[config.mk]
export PLATFORM = sky130hd
export DESIGN_NAME = stim_pattern_gen_flat
export DESIGN_NICKNAME = d
export VERILOG_FILES = /design/src/rtl/stim_pattern_gen_if.sv /design/src/rtl/stim_pattern_gen.sv /design/src/flat_wrapper.sv
export SDC_FILE = /design/constraint.sdc
export NUM_CORES = 1
export LEC_CHECK = 0
export CAP_MARGIN = 20
export CORE_ASPECT_RATIO = 0.9
export CORE_MARGIN = 3
export CORE_UTILIZATION = 59
export CTS_CLUSTER_DIAMETER = 100
export CTS_CLUSTER_SIZE = 10
export DETAILED_ROUTE_END_ITERATION = 6
export GPL_TIMING_DRIVEN = 0
export PLACE_DENSITY = 0.87
export SLEW_MARGIN = 20
export SYNTH_ARGS = -nofsm -noshare
export SYNTH_HDL_FRONTEND = slang
export SYNTH_SLANG_ARGS = --single-unit
[constraint.sdc]
create_clock -name clk -period 8.3 [get_ports clk]
set_input_delay 0.83 -clock clk [delete_from_list [all_inputs] [get_ports clk]]
set_output_delay 0.83 -clock clk [all_outputs]
set_load 0.03 [all_outputs]
[src/rtl/stim_pattern_gen_if.sv]
`default_nettype none
// ============================================================================
//  Module      : stim_pattern_gen_if
//  Description : Control, handshake and status bundle for stim_pattern_gen.
//                The generator drives the master modport, and the bench or
//                sink drives the slave modport. When STIM_CHECKSUM_EN is
//                defined, the bundle also carries the running checksum.
//  Revision    : 1.0  initial release
// ============================================================================
interface stim_pattern_gen_if #(
  parameter int WIDTH = 8
);

  // Sweep control, sampled by the generator only on start
  logic             start;
  logic [1:0]       mode;
  logic [WIDTH-1:0] seed;

  // Stream handshake
  logic             out_ready;
  logic [WIDTH-1:0] out_data;
  logic             out_valid;

  // Sweep status
  logic             busy;
  logic             done;
  logic             wrap;
  logic [31:0]      vec_cnt;

`ifdef STIM_CHECKSUM_EN
  logic [WIDTH-1:0] checksum;
`endif

  // Generator side
  modport master (
    input  start,
    input  mode,
    input  seed,
    input  out_ready,
    output out_data,
    output out_valid,
    output busy,
    output done,
    output wrap,
    output vec_cnt
`ifdef STIM_CHECKSUM_EN
    , output checksum
`endif
  );

  // Bench / sink side
  modport slave (
    output start,
    output mode,
    output seed,
    output out_ready,
    input  out_data,
    input  out_valid,
    input  busy,
    input  done,
    input  wrap,
    input  vec_cnt
`ifdef STIM_CHECKSUM_EN
    , input checksum
`endif
  );

endinterface
`default_nettype wire

[src/rtl/stim_pattern_gen.sv]
`default_nettype none
// ============================================================================
//  Module      : stim_pattern_gen
//  Description : Handshaked stimulus source for combinational DUT benches.
//                It sweeps WIDTH-bit vectors in one of four modes: up-count,
//                down-count, Galois LFSR or Gray code. The sweep is either
//                bounded to NUM_VEC vectors or free-running (NUM_VEC = 0).
//                The pattern advances only on accepted transfers.
//                Optional feature: define STIM_CHECKSUM_EN to add a checksum
//                output. The checksum is the sum of accepted vectors mod
//                2^WIDTH.
//  Revision    : 1.0  initial release
// ============================================================================
module stim_pattern_gen #(
  parameter int               WIDTH   = 8,
  parameter int               NUM_VEC = 0,
  parameter logic [WIDTH-1:0] TAPS    = WIDTH'(8'hB8)
) (
  input  wire logic           clk,
  input  wire logic           rst,
  stim_pattern_gen_if.master  bus
);

  // Mode encodings as seen on bus.mode
  localparam logic [1:0] MODE_UP   = 2'b00;
  localparam logic [1:0] MODE_DOWN = 2'b01;
  localparam logic [1:0] MODE_LFSR = 2'b10;
  localparam logic [1:0] MODE_GRAY = 2'b11;

  localparam logic [WIDTH-1:0] ONE      = {{(WIDTH-1){1'b0}}, 1'b1};
  localparam logic [31:0]      CNT_MAX  = 32'hFFFF_FFFF;
  // Value of vec_cnt at the final accept of a bounded sweep (unused when free-running)
  localparam logic [31:0]      LAST_CNT = (NUM_VEC == 0) ? 32'd0 : 32'(NUM_VEC - 1);

  typedef enum logic [1:0] {
    ST_IDLE = 2'd0,
    ST_RUN  = 2'd1,
    ST_DONE = 2'd2
  } state_t;

  state_t           r_state;
  state_t           w_state_nxt;

  logic [WIDTH-1:0] r_val;        // internal sweep register
  logic [WIDTH-1:0] r_first;      // value loaded at start; LFSR period reference
  logic [1:0]       r_mode;       // mode latched at start
  logic [31:0]      r_vec_cnt;
  logic             r_wrap;

  logic [WIDTH-1:0] w_val_nxt;
  logic [WIDTH-1:0] w_load_val;
  logic [WIDTH-1:0] w_out_data;
  logic             w_wrap_hit;
  logic             w_accept;
  logic             w_start_ok;
  logic             w_last;

  // A transfer happens only while valid (RUN) meets ready
  assign w_accept   = (r_state == ST_RUN) && bus.out_ready;
  // start is honoured outside RUN only
  assign w_start_ok = bus.start && (r_state != ST_RUN);
  // Final accept of a bounded sweep
  assign w_last     = (NUM_VEC != 0) && (r_vec_cnt == LAST_CNT);

  // An all-zero LFSR would never move, so a zero LFSR seed is replaced by 1
  assign w_load_val = ((bus.mode == MODE_LFSR) && (bus.seed == '0)) ? ONE : bus.seed;

  // State register
  always_ff @(posedge clk or posedge rst) begin
    if (rst) begin
      r_state <= ST_IDLE;
    end else begin
      r_state <= w_state_nxt;
    end
  end

  // Next-state decode
  always_comb begin
    w_state_nxt = r_state;
    case (r_state)
      ST_IDLE: begin
        if (bus.start) begin
          w_state_nxt = ST_RUN;
        end
      end
      ST_RUN: begin
        if (w_accept && w_last) begin
          w_state_nxt = ST_DONE;
        end
      end
      ST_DONE: begin
        if (bus.start) begin
          w_state_nxt = ST_RUN;
        end
      end
      default: begin
        w_state_nxt = ST_IDLE;
      end
    endcase
  end

  // Successor value and end-of-period detect for the latched mode
  always_comb begin
    w_val_nxt  = r_val;
    w_wrap_hit = 1'b0;
    case (r_mode)
      MODE_DOWN: begin
        w_val_nxt  = r_val - ONE;
        w_wrap_hit = (r_val == '0);
      end
      MODE_LFSR: begin
        w_val_nxt  = (r_val >> 1) ^ (r_val[0] ? TAPS : '0);
        // The period closes when the sequence returns to its loaded value
        w_wrap_hit = (w_val_nxt == r_first);
      end
      default: begin
        // UP and GRAY share a binary counter, and only the output map differs
        w_val_nxt  = r_val + ONE;
        w_wrap_hit = &r_val;
      end
    endcase
  end

  // Sweep datapath: load on start, advance on accept, otherwise hold
  always_ff @(posedge clk or posedge rst) begin
    if (rst) begin
      r_val     <= '0;
      r_first   <= '0;
      r_mode    <= MODE_UP;
      r_vec_cnt <= '0;
      r_wrap    <= 1'b0;
    end else begin
      r_wrap <= w_accept && w_wrap_hit;
      if (w_start_ok) begin
        r_val     <= w_load_val;
        r_first   <= w_load_val;
        r_mode    <= bus.mode;
        r_vec_cnt <= '0;
      end else if (w_accept) begin
        r_val <= w_val_nxt;
        if (r_vec_cnt != CNT_MAX) begin
          r_vec_cnt <= r_vec_cnt + 32'd1;
        end
      end
    end
  end

  // Gray mode presents the reflected code of the internal counter
  assign w_out_data = (r_mode == MODE_GRAY) ? (r_val ^ (r_val >> 1)) : r_val;

  assign bus.out_data  = w_out_data;
  assign bus.out_valid = (r_state == ST_RUN);
  assign bus.busy      = (r_state == ST_RUN);
  assign bus.done      = (r_state == ST_DONE);
  assign bus.wrap      = r_wrap;
  assign bus.vec_cnt   = r_vec_cnt;

`ifdef STIM_CHECKSUM_EN
  logic [WIDTH-1:0] r_checksum;

  // Running sum of accepted vectors, restarted with each sweep
  always_ff @(posedge clk or posedge rst) begin
    if (rst) begin
      r_checksum <= '0;
    end else if (w_start_ok) begin
      r_checksum <= '0;
    end else if (w_accept) begin
      r_checksum <= r_checksum + w_out_data;
    end
  end

  assign bus.checksum = r_checksum;
`endif

endmodule
`default_nettype wire

[src/flat_wrapper.sv]
// flat-port wrapper written by rule: the top's interface ports become plain ports
module stim_pattern_gen_flat 
#(
  parameter int               WIDTH   = 8,
  parameter int               NUM_VEC = 0,
  parameter logic [WIDTH-1:0] TAPS    = WIDTH'(8'hB8)
)
  (clk, rst, bus_start, bus_mode, bus_seed, bus_out_ready, bus_out_data, bus_out_valid, bus_busy, bus_done, bus_wrap, bus_vec_cnt);
  stim_pattern_gen_if #(.WIDTH(WIDTH)) bus_i ();
  input  wire logic clk;
  input  wire logic rst;
  input wire logic [$bits(bus_i.start)-1:0] bus_start;
  input wire logic [$bits(bus_i.mode)-1:0] bus_mode;
  input wire logic [$bits(bus_i.seed)-1:0] bus_seed;
  input wire logic [$bits(bus_i.out_ready)-1:0] bus_out_ready;
  output wire logic [$bits(bus_i.out_data)-1:0] bus_out_data;
  output wire logic [$bits(bus_i.out_valid)-1:0] bus_out_valid;
  output wire logic [$bits(bus_i.busy)-1:0] bus_busy;
  output wire logic [$bits(bus_i.done)-1:0] bus_done;
  output wire logic [$bits(bus_i.wrap)-1:0] bus_wrap;
  output wire logic [$bits(bus_i.vec_cnt)-1:0] bus_vec_cnt;
  assign bus_i.start = bus_start;
  assign bus_i.mode = bus_mode;
  assign bus_i.seed = bus_seed;
  assign bus_i.out_ready = bus_out_ready;
  assign bus_out_data = bus_i.out_data;
  assign bus_out_valid = bus_i.out_valid;
  assign bus_busy = bus_i.busy;
  assign bus_done = bus_i.done;
  assign bus_wrap = bus_i.wrap;
  assign bus_vec_cnt = bus_i.vec_cnt;
  stim_pattern_gen #(.WIDTH(WIDTH), .NUM_VEC(NUM_VEC), .TAPS(TAPS)) u_core (.clk(clk), .rst(rst), .bus(bus_i));
endmodule
==> results of run 1 <==
[layout by cell type (no fill, tap or decap), drive strengths merged, types with 2 or more instances in the layout]
master and n:
nand2 61, clkdlybuf4s50 56, dfrtp 52, a21oi 29, clkbuf 25, o21ai 24, nor2 20, o31ai 18
or4 17, nand3 16, xnor2 14, ha 14, inv 14, nand4 13, buf 9, nor4 8
and3 7, nand2b 7, mux2i 7, or3 7, and2 5, o211ai 5, and4 4, nor3 4
a211oi 4, o41ai 3, a31oi 3, xor2 3, a311oi 3, nand4b 3, o22ai 3, a22oi 3
nor2b 2, a41oi 2, o311ai 2, o31a 2, clkinv 2
[worst max-delay path by stage]
| stage | endpoint | depth (start not counted) |
|---|---|---|
| after detailed placement | u_core.r_val[6]$_DFFE_PP0P_ | 11 |
| final | bus_out_data[0] | 6 |
| after global routing | bus_out_data[0] | 6 |
| after floorplan | u_core.r_val[6]$_DFFE_PP0P_ | 11 |
| after global placement | u_core.bus.vec_cnt[24]$_DFFE_PP0P_ | 6 |
| after CTS | bus_out_data[0] | 6 |
[through the flow]
stage | utilization [%] | cells | hold WS (ns) | power, mW
global placement | 73.6 | 553 | 0.481 | 0.788
CTS | 75.3 | 561 | 0.521 | 0.948
finish | 75.3 | 561 | 0.519 | 0.957
floorplan | - | 427 | 0.467 | 0.651
detailed placement | 74.0 | 554 | 0.497 | 0.805
global route | 75.3 | 561 | 0.547 | 1.01
[cell families (layout without fill, tap and decap cells)]
kind of cell / Yosys count / after routing / synth area share, %
xor gates and xnor gates: 17 / 17 / 4.12
muxes: 8 / 8 / 2.25
buffers and inverters: 42 / 106 / 4.74
and+or+nand+nor: 178 / 178 / 26.9
adders and majority gates: 14 / 14 / 4.85
DFF: 52 / 52 / 36.0
AOI/OAI and AO/OA: 115 / 115 / 21.0
other: 1 / 1 / 0.104
[metal layers]
| metal | GRT usage, % | wire, µm | part of all wire (%) |
|---|---|---|---|
| met5 | 0 | 0 | 0 |
| met4 | 7.55 | 106 | 1.0 |
| met3 | 7.38 | 1010 | 9.6 |
| met2 | 46.0 | 4830 | 46 |
| met1 | 45.8 | 4640 | 44 |
[where the power goes]
group | internal [mW] | switching, mW
clock network | 0.0577 | 0.0843
logic | 0.192 | 0.289
registers | 0.289 | 0.0450
total | 0.539 | 0.418
[tightest hold or removal path, cell delays in order (launching register included)]
cell	delay [ns]
dfrtp_1	0.38
nand2_1	0.06
nand2_1	0.06
[state kept, by name, indices dropped and copies added (netlist names)]
register / cells
u_core.bus.vec_cnt: 32
u_core.r_first: 8
u_core.r_val: 8
u_core.r_mode: 2
u_core.bus.wrap: 1
u_core.r_state: 1
[area by class of cell]
class | count | area (µm²) | area share, %
buffer | 27 | 115 | 2.64
clock buffer | 6 | 72.6 | 1.66
clock inverter | 1 | 5.00 | 0.115
inverter | 15 | 56.3 | 1.29
multi-input combinational | 333 | 2140 | 49.1
sequential | 52 | 1300 | 29.8
tap | 70 | 87.6 | 2.01
timing repair buffer | 57 | 581 | 13.3
==> results.txt, run 1 <==
----------------------------------------------------
[Outcome]
  Result of the run ... completed

[Setup path]
  Launching instance or port of the critical path ... u_core.r_val[0]$_DFFE_PP0P_
  Worst Path Max Fanout ... 10
  Ordered list of cells on the worst path ... clkbuf_1 > inv_1 > ha_1 > nand2_1 > o21ai_0 > clkdlybuf4s50_1
  Crit-path slowest cell ... clkdlybuf4s50_1
  Total buffers and inverters traversed by the critical path ... 3
  Reg-to-reg critical path startpoint ... u_core.r_mode[1]$_DFFE_PP0P_
  Critical path endpoint category ... output port
  Worst-case register-to-register setup slack ... 4.88 ns
  Count of cells along the worst register-to-register path ... 11
  Worst Path Required ... 7.47 ns
  Arr. time, crit path ... 2.63 ns
  Startpoint-to-endpoint class of the critical path ... flop to output port
  Longest individual stage delay on the worst path ... 0.69 ns
  Reg2Reg Capture Point ... u_core.r_val[6]$_DFFE_PP0P_
  Startpoint class of the critical path ... flop
  Top cell family by delay on the critical path ... buffers and inverters

[Clock network]
  Post-CTS clock slew at the launch and capture registers of the worst setup and hold paths ... 0.10 ns
  Post-CTS Resized ... 0
  Number of clock sinks seen by CTS ... 52
  Clock network latency to the later pin of the worst-skew pair ... 0.31 ns
  TritonCTS clock tree ... built
  Maximum buffer depth of the clock tree ... 2
  Cts bufs inserted ... 5
  Clk root buf ... clkbuf_8
  Number of hold buffers added after cts ... 0
  Post CTS Setup Buffer Count ... 0
  Deepest level of the CTS H-tree ... 2

[Flow run]
  Number of maximum-capacitance constraint violations ... 0

[Timing]
  Maximum clock frequency ... 0.289 GHz
  Unrepaired setup endpoints after global routing ... no
  Endpoints failing hold ... 0
  Maximum clock skew at final layout ... 0.00890 ns
  Min cycle time layout ... 3.46 ns
  Worst Max-Slew Pin Slew ... 0.942 ns
  Final Max Slew Viols ... 0
  Setup violation total in the final timing report ... 0
  Worst slew slack as a fraction of its limit ... 35.4%
  Worst-case setup margin in the final layout ... 4.84 ns
  Final clock period utilization by the worst path ... 41.7%
  Final total negative setup slack ... 0 ns

[Logic synthesis]
  Synthesized instance count ... 427
  Netlist Area Pre-Place ... 0.00361 mm²
  Number of flops mapped to enable cells by yosys ... 0
  Sequential share of the synthesized area ... 36.0%
  Number of distinct library cell variants in the gate-level netlist after synthesis ... 62
  Dominant cell by count in the synthesized netlist ... nand2_1
  Yosys reg bits ... 52
  Synth Flop Type ... dfrtp_1
  Yosys warning total ... 0
  Share of flip-flops with an asynchronous set or reset ... 100%
  Average instance area after synthesis ... 8.47 µm²
  Fraction of synthesized cell area taken by the top area cell type ... 36.0%
  Ranking of synthesized cells by area ... dfrtp_1 (36%), nand2_1 (6.3%), ha_1 (4.8%), a21oi_1 (4.0%), o31ai_1 (3.7%)
  Post-synthesis cell type with the largest combined area ... dfrtp_1
  Net count of the mapped netlist ... 455
  Commonest cells post-synth ... nand2_1 (61), dfrtp_1 (52), a21oi_1 (29)

[Layout]
  Number of inserted diodes ... 0
  Cell area after layout ... 0.00436 mm²
  Share of final-layout standard cells stronger than drive strength 1 ... 4.48%
  Fillcell total ... 452
  Net total in the final layout ... 519
  Area Growth Syn to Fin ... 20.6%

[Hold path]
  Type of the worst min-delay path ... flop to flop
  Depth of the worst hold-timing path ... 2
  End of the worst hold path ... u_core.r_first[5]$_DFFE_PP0P_
  Origin of the worst min-delay path ... u_core.r_first[5]$_DFFE_PP0P_

[Die]
  Initial cell density of the core ... 62.4%
  Cell row count ... 26
  Height of the die ... 80.3 µm
  # IOs ... 58
  Floorplan die width ... 88.5 µm
  Die footprint ... 0.00710 mm²
  Std-Cell Core Area ... 0.00579 mm²

[GRT]
  Total GRT Usage ... 31.2%
  First-pass GRT wire length ... 17,200 µm
  Via count of the first global-routing pass ... 3,422
  Total congestion overflow after global routing ... 0
  Antenna violations before repair ... 0
  Largest net degree at the start of global routing ... 34

[Drt]
  Drt wl/cell ... 18.9 µm
  Initial DRC Count ... 409
  Detailed Route WL ... 10,600 µm
  Routed via count ... 3,753
  Average via count per standard cell ... 6.69
  Detailed Routing Iterations Pass 1 ... 5
  Residual DRC ... 0
  Number of nets with antenna violations after detailed routing ... 0

[Place]
  Cell area after placement ... 0.00428 mm²
  Final GP Congestion ... 0.891
  Hpwl dp ... 7900 µm
  Quantity of I/O buffers inserted on ports ... 56
  Pre-CTS WS ... 4.98 ns

[Pwr]
  Power per standard cell area ... 219 mW/mm²
  Leakage power figure ... 1.73 nW
  Worst vdd ir ... 0.190 mV

----------------------------------------------------
Power figures use the tool's default switching activity.
==> inputs of run 2 (changes only) <==
CORE_UTILIZATION = 49   (was 59)
PLACE_DENSITY = 0.77   (was 0.87)
clock period = 2.95 ns   (was 8.3 ns; I/O delays follow)
==> run 2 against run 1 <==
Net effect: sequential power increased to 2.8 times the previous value; critical path depth unchanged; first-iteration DRC count increased by 5.4%; worst setup slack got worse by 4.7 ns; cell count increased by 4.1%; die area increased by 19%; clock skew decreased by 0.00071 ns; flip-flop and latch count unchanged; combinational power increased to 2.8 times the previous value; critical endpoint unchanged.
==> results.txt, run 2 (same netlist as run 1, synthesis figures left out) <==
----------------------------------------------------
[Outcome]
  Result of the run ... completed

[Layout]
  Share of final-layout standard cells stronger than drive strength 1 ... 6.11% (+1.6 points)
  Net total in the final layout ... 518 (-0.19%)
  Most common library cell in the layout ignoring fill and taps ... nand2_1
  Area Growth Syn to Fin ... 22.8%
  Most frequent cells in the layout ... nand2_1 (61), clkdlybuf4s50_1 (56), dfrtp_1 (52)
  Cell area after layout ... 0.00444 mm² (+1.8%)
  Largest register FFs ... 32 (unchanged)
  Number of inserted diodes ... 0 (unchanged)

[Setup path]
  Startpoint class of the critical path ... flop
  Worst Path Required ... 2.65 ns (-4.82 ns)
  Ordered list of cells on the worst path ... buf_1 > inv_1 > ha_1 > nand2_1 > o21ai_0 > clkdlybuf4s50_1
  Worst Path Max Fanout ... 10 (unchanged)
  Number of cells on the critical path ... 6 (unchanged)
  Crit-path slowest cell ... clkdlybuf4s50_1
  Worst-case register-to-register setup slack ... 0.19 ns (-4.69 ns)
  Critical path endpoint category ... output port
  Count of cells along the worst register-to-register path ... 10 (-1)
  Startpoint-to-endpoint class of the critical path ... flop to output port
  Longest individual stage delay on the worst path ... 0.70 ns (about the same)
  Arr. time, crit path ... 2.48 ns (-0.15 ns)
  Top cell family by delay on the critical path ... buffers and inverters
  Total buffers and inverters traversed by the critical path ... 3 (unchanged)

[Place]
  Quantity of I/O buffers inserted on ports ... 56 (unchanged)
  Hpwl dp ... 7600 µm (-3.8%)
  Pre-CTS WS ... -0.316 ns (-5.30 ns)
  Cell area after placement ... 0.00431 mm² (+0.67%)
  Final GP Congestion ... 0.883 (-0.91%)

[Drt]
  Met2 wirelength from detailed routing ... 4570 µm (-5.3%)
  Number of nets with antenna violations after detailed routing ... 0 (unchanged)
  Met1 Wirelength ... 4560 µm (-1.7%)
  Average via count per standard cell ... 6.32 (-5.6%)
  Routed via count ... 3,688 (-1.7%)
  Initial DRC Count ... 431 (+5.4%)
  Detailed Route WL ... 10,200 µm (-3.8%)
  Drt wl/cell ... 17.4 µm (-7.6%)
  Total length of routed met3 wires ... 1010 µm (-0.59%)
  Residual DRC ... 0 (unchanged)
  Highest metal layer used by the detailed router ... met4
  Detailed Routing Iterations Pass 1 ... 6 (+1)

[Hold path]
  Type of the worst min-delay path ... input port to asynchronous set/reset pin

[GRT]
  Antenna violations before repair ... 0 (unchanged)
  Total congestion overflow after global routing ... 0 (unchanged)
  Via count of the first global-routing pass ... 3,239 (-5.3%)
  Largest net degree at the start of global routing ... 28 (-18%)
  Total GRT Usage ... 24.8% (-6.4 points)
  First-pass GRT wire length ... 16,400 µm (-4.8%)

[Die]
  Cell row count ... 29 (+12%)
  Height of the die ... 87.5 µm (+9.0%)
  Die footprint ... 0.00844 mm² (+19%)
  Initial cell density of the core ... 50.8% (-12 points)
  Floorplan die width ... 96.5 µm (+9.1%)
  # IOs ... 58 (unchanged)
  Std-Cell Core Area ... 0.00711 mm² (+23%)

[Clock network]
  TritonCTS clock tree ... built
  Number of clock sinks seen by CTS ... 52 (unchanged)
  Maximum buffer depth of the clock tree ... 2 (unchanged)
  Clock network latency to the later pin of the worst-skew pair ... 0.31 ns (about the same)
  Deepest level of the CTS H-tree ... 2 (unchanged)
  Post CTS Setup Buffer Count ... 0 (unchanged)
  Post-CTS clock slew at the launch and capture registers of the worst setup and hold paths ... 0.10 ns (about the same)
  Clk root buf ... clkbuf_8
  Cts bufs inserted ... 5 (unchanged)
  Number of hold buffers added after cts ... 0 (unchanged)

[Pwr]
  Proportion of total power due to net switching ... 42.1% (-1.5 points)
  Worst vdd ir ... 0.299 mV (+58%)
  Power per standard cell area ... 628 mW/mm² (+190%)
  Leakage power figure ... 1.75 nW (+1.3%)
  Sw Pwr ... 1.17 mW (+180%)
  Share of power burned in registers ... 33.6% (-1.3 points)
  Part of the power in combinational logic ... 48.5% (-1.8 points)
  Internal power ... 1.61 mW (+200%)
  Final total power ... 2.79 mW (+190%)
  Clock Power Share ... 17.9% (+3.1 points)

[Timing]
  Final Max Slew Viols ... 0 (unchanged)
  Final clock period utilization by the worst path ... 94.1%
  Endpoints failing hold ... 0 (unchanged)
  Worst slew slack as a fraction of its limit ... 36.1% (+0.71 points)
  Unrepaired setup endpoints after global routing ... no
  Tightest hold margin ... 0.361 ns (-0.158 ns)
  Min cycle time layout ... 2.78 ns
  Maximum clock frequency ... 0.360 GHz
  Setup violation total in the final timing report ... 0 (unchanged)
  Maximum clock skew at final layout ... 0.00819 ns (-0.000712 ns)
  Worst Max-Slew Pin Slew ... 0.932 ns (-0.0104 ns)
  Worst-case setup margin in the final layout ... 0.174 ns (-4.67 ns)

[Flow run]
  Number of maximum-capacitance constraint violations ... 0 (unchanged)

----------------------------------------------------
==> run 2: final cells by class <==
type | count | area [µm²]
Multi-Input combinational cell | 333 | 2160
Fill cell | 617 | 2670
Inverter | 15 | 56.3
Sequential cell | 52 | 1300
Clock buffer | 6 | 72.6
Clock inverter | 2 | 35.0
Tap cell | 93 | 116
Buffer | 26 | 119
Timing Repair Buffer | 57 | 581
==> run 2: worst register-to-register path, cell delays in order (launching register included) <==
cell and delay, ns:
dfrtp_1 0.43, inv_2 0.10, ha_4 0.20, clkbuf_4 0.23
xor2_1 0.17, ha_2 0.23, or4b_2 0.59, a31oi_1 0.18
a311oi_1 0.09, o21ai_0 0.18, o2bb2a_1 0.24
==> run 2: per-stage QoR <==
| step | cells | utilization (%) | TNS [ns] |
|---|---|---|---|
| detailed placement | 577 | 60.6 | -0.316 |
| CTS | 584 | 62.1 | 0 |
| finish | 584 | 62.4 | 0 |
| global placement | 576 | 60.3 | -0.240 |
| global route | 584 | 62.4 | 0 |
| floorplan | 427 | - | 0 |
==> run 2: what timing repair did <==
action | CTS | global route
gates resized for setup | 2 | 10
endpoints found under the hold margin | 0 | 0
setup endpoints to repair | 1 | 3
==> run 2: worst paths after layout <==
path	startpoint	endpoint
min in group clk	u_core.r_first[2]$_DFFE_PP0P_	u_core.r_first[2]$_DFFE_PP0P_
min	rst	u_core.r_val[6]$_DFFE_PP0P_
max	u_core.r_val[1]$_DFFE_PP0P_	bus_out_data[0]
max reg2reg	u_core.r_mode[1]$_DFFE_PP0P_	u_core.r_val[6]$_DFFE_PP0P_
min reg2reg	u_core.r_first[2]$_DFFE_PP0P_	u_core.r_first[2]$_DFFE_PP0P_
max in group asynchronous	rst	u_core.bus.vec_cnt[21]$_DFFE_PP0P_
==> run 2: routing by layer <==
layer / GRT usage, % / vias up
met3: 4.49 / 7
met4: 3.06 / 0
met5: 0 / -
met2: 37.4 / 197
li1: - / 1716
met1: 37.9 / 1768
==> run 2: power groups by stage <==
stage / combinational [mW] / clock (mW) / sequential, mW
floorplan: 0.850 / 0 / 0.981
global placement: 1.28 / 0 / 0.935
detailed placement: 1.32 / 0 / 0.944
CTS: 1.32 / 0.499 / 0.930
global route: 1.46 / 0.533 / 0.954
finish: 1.35 / 0.500 / 0.936
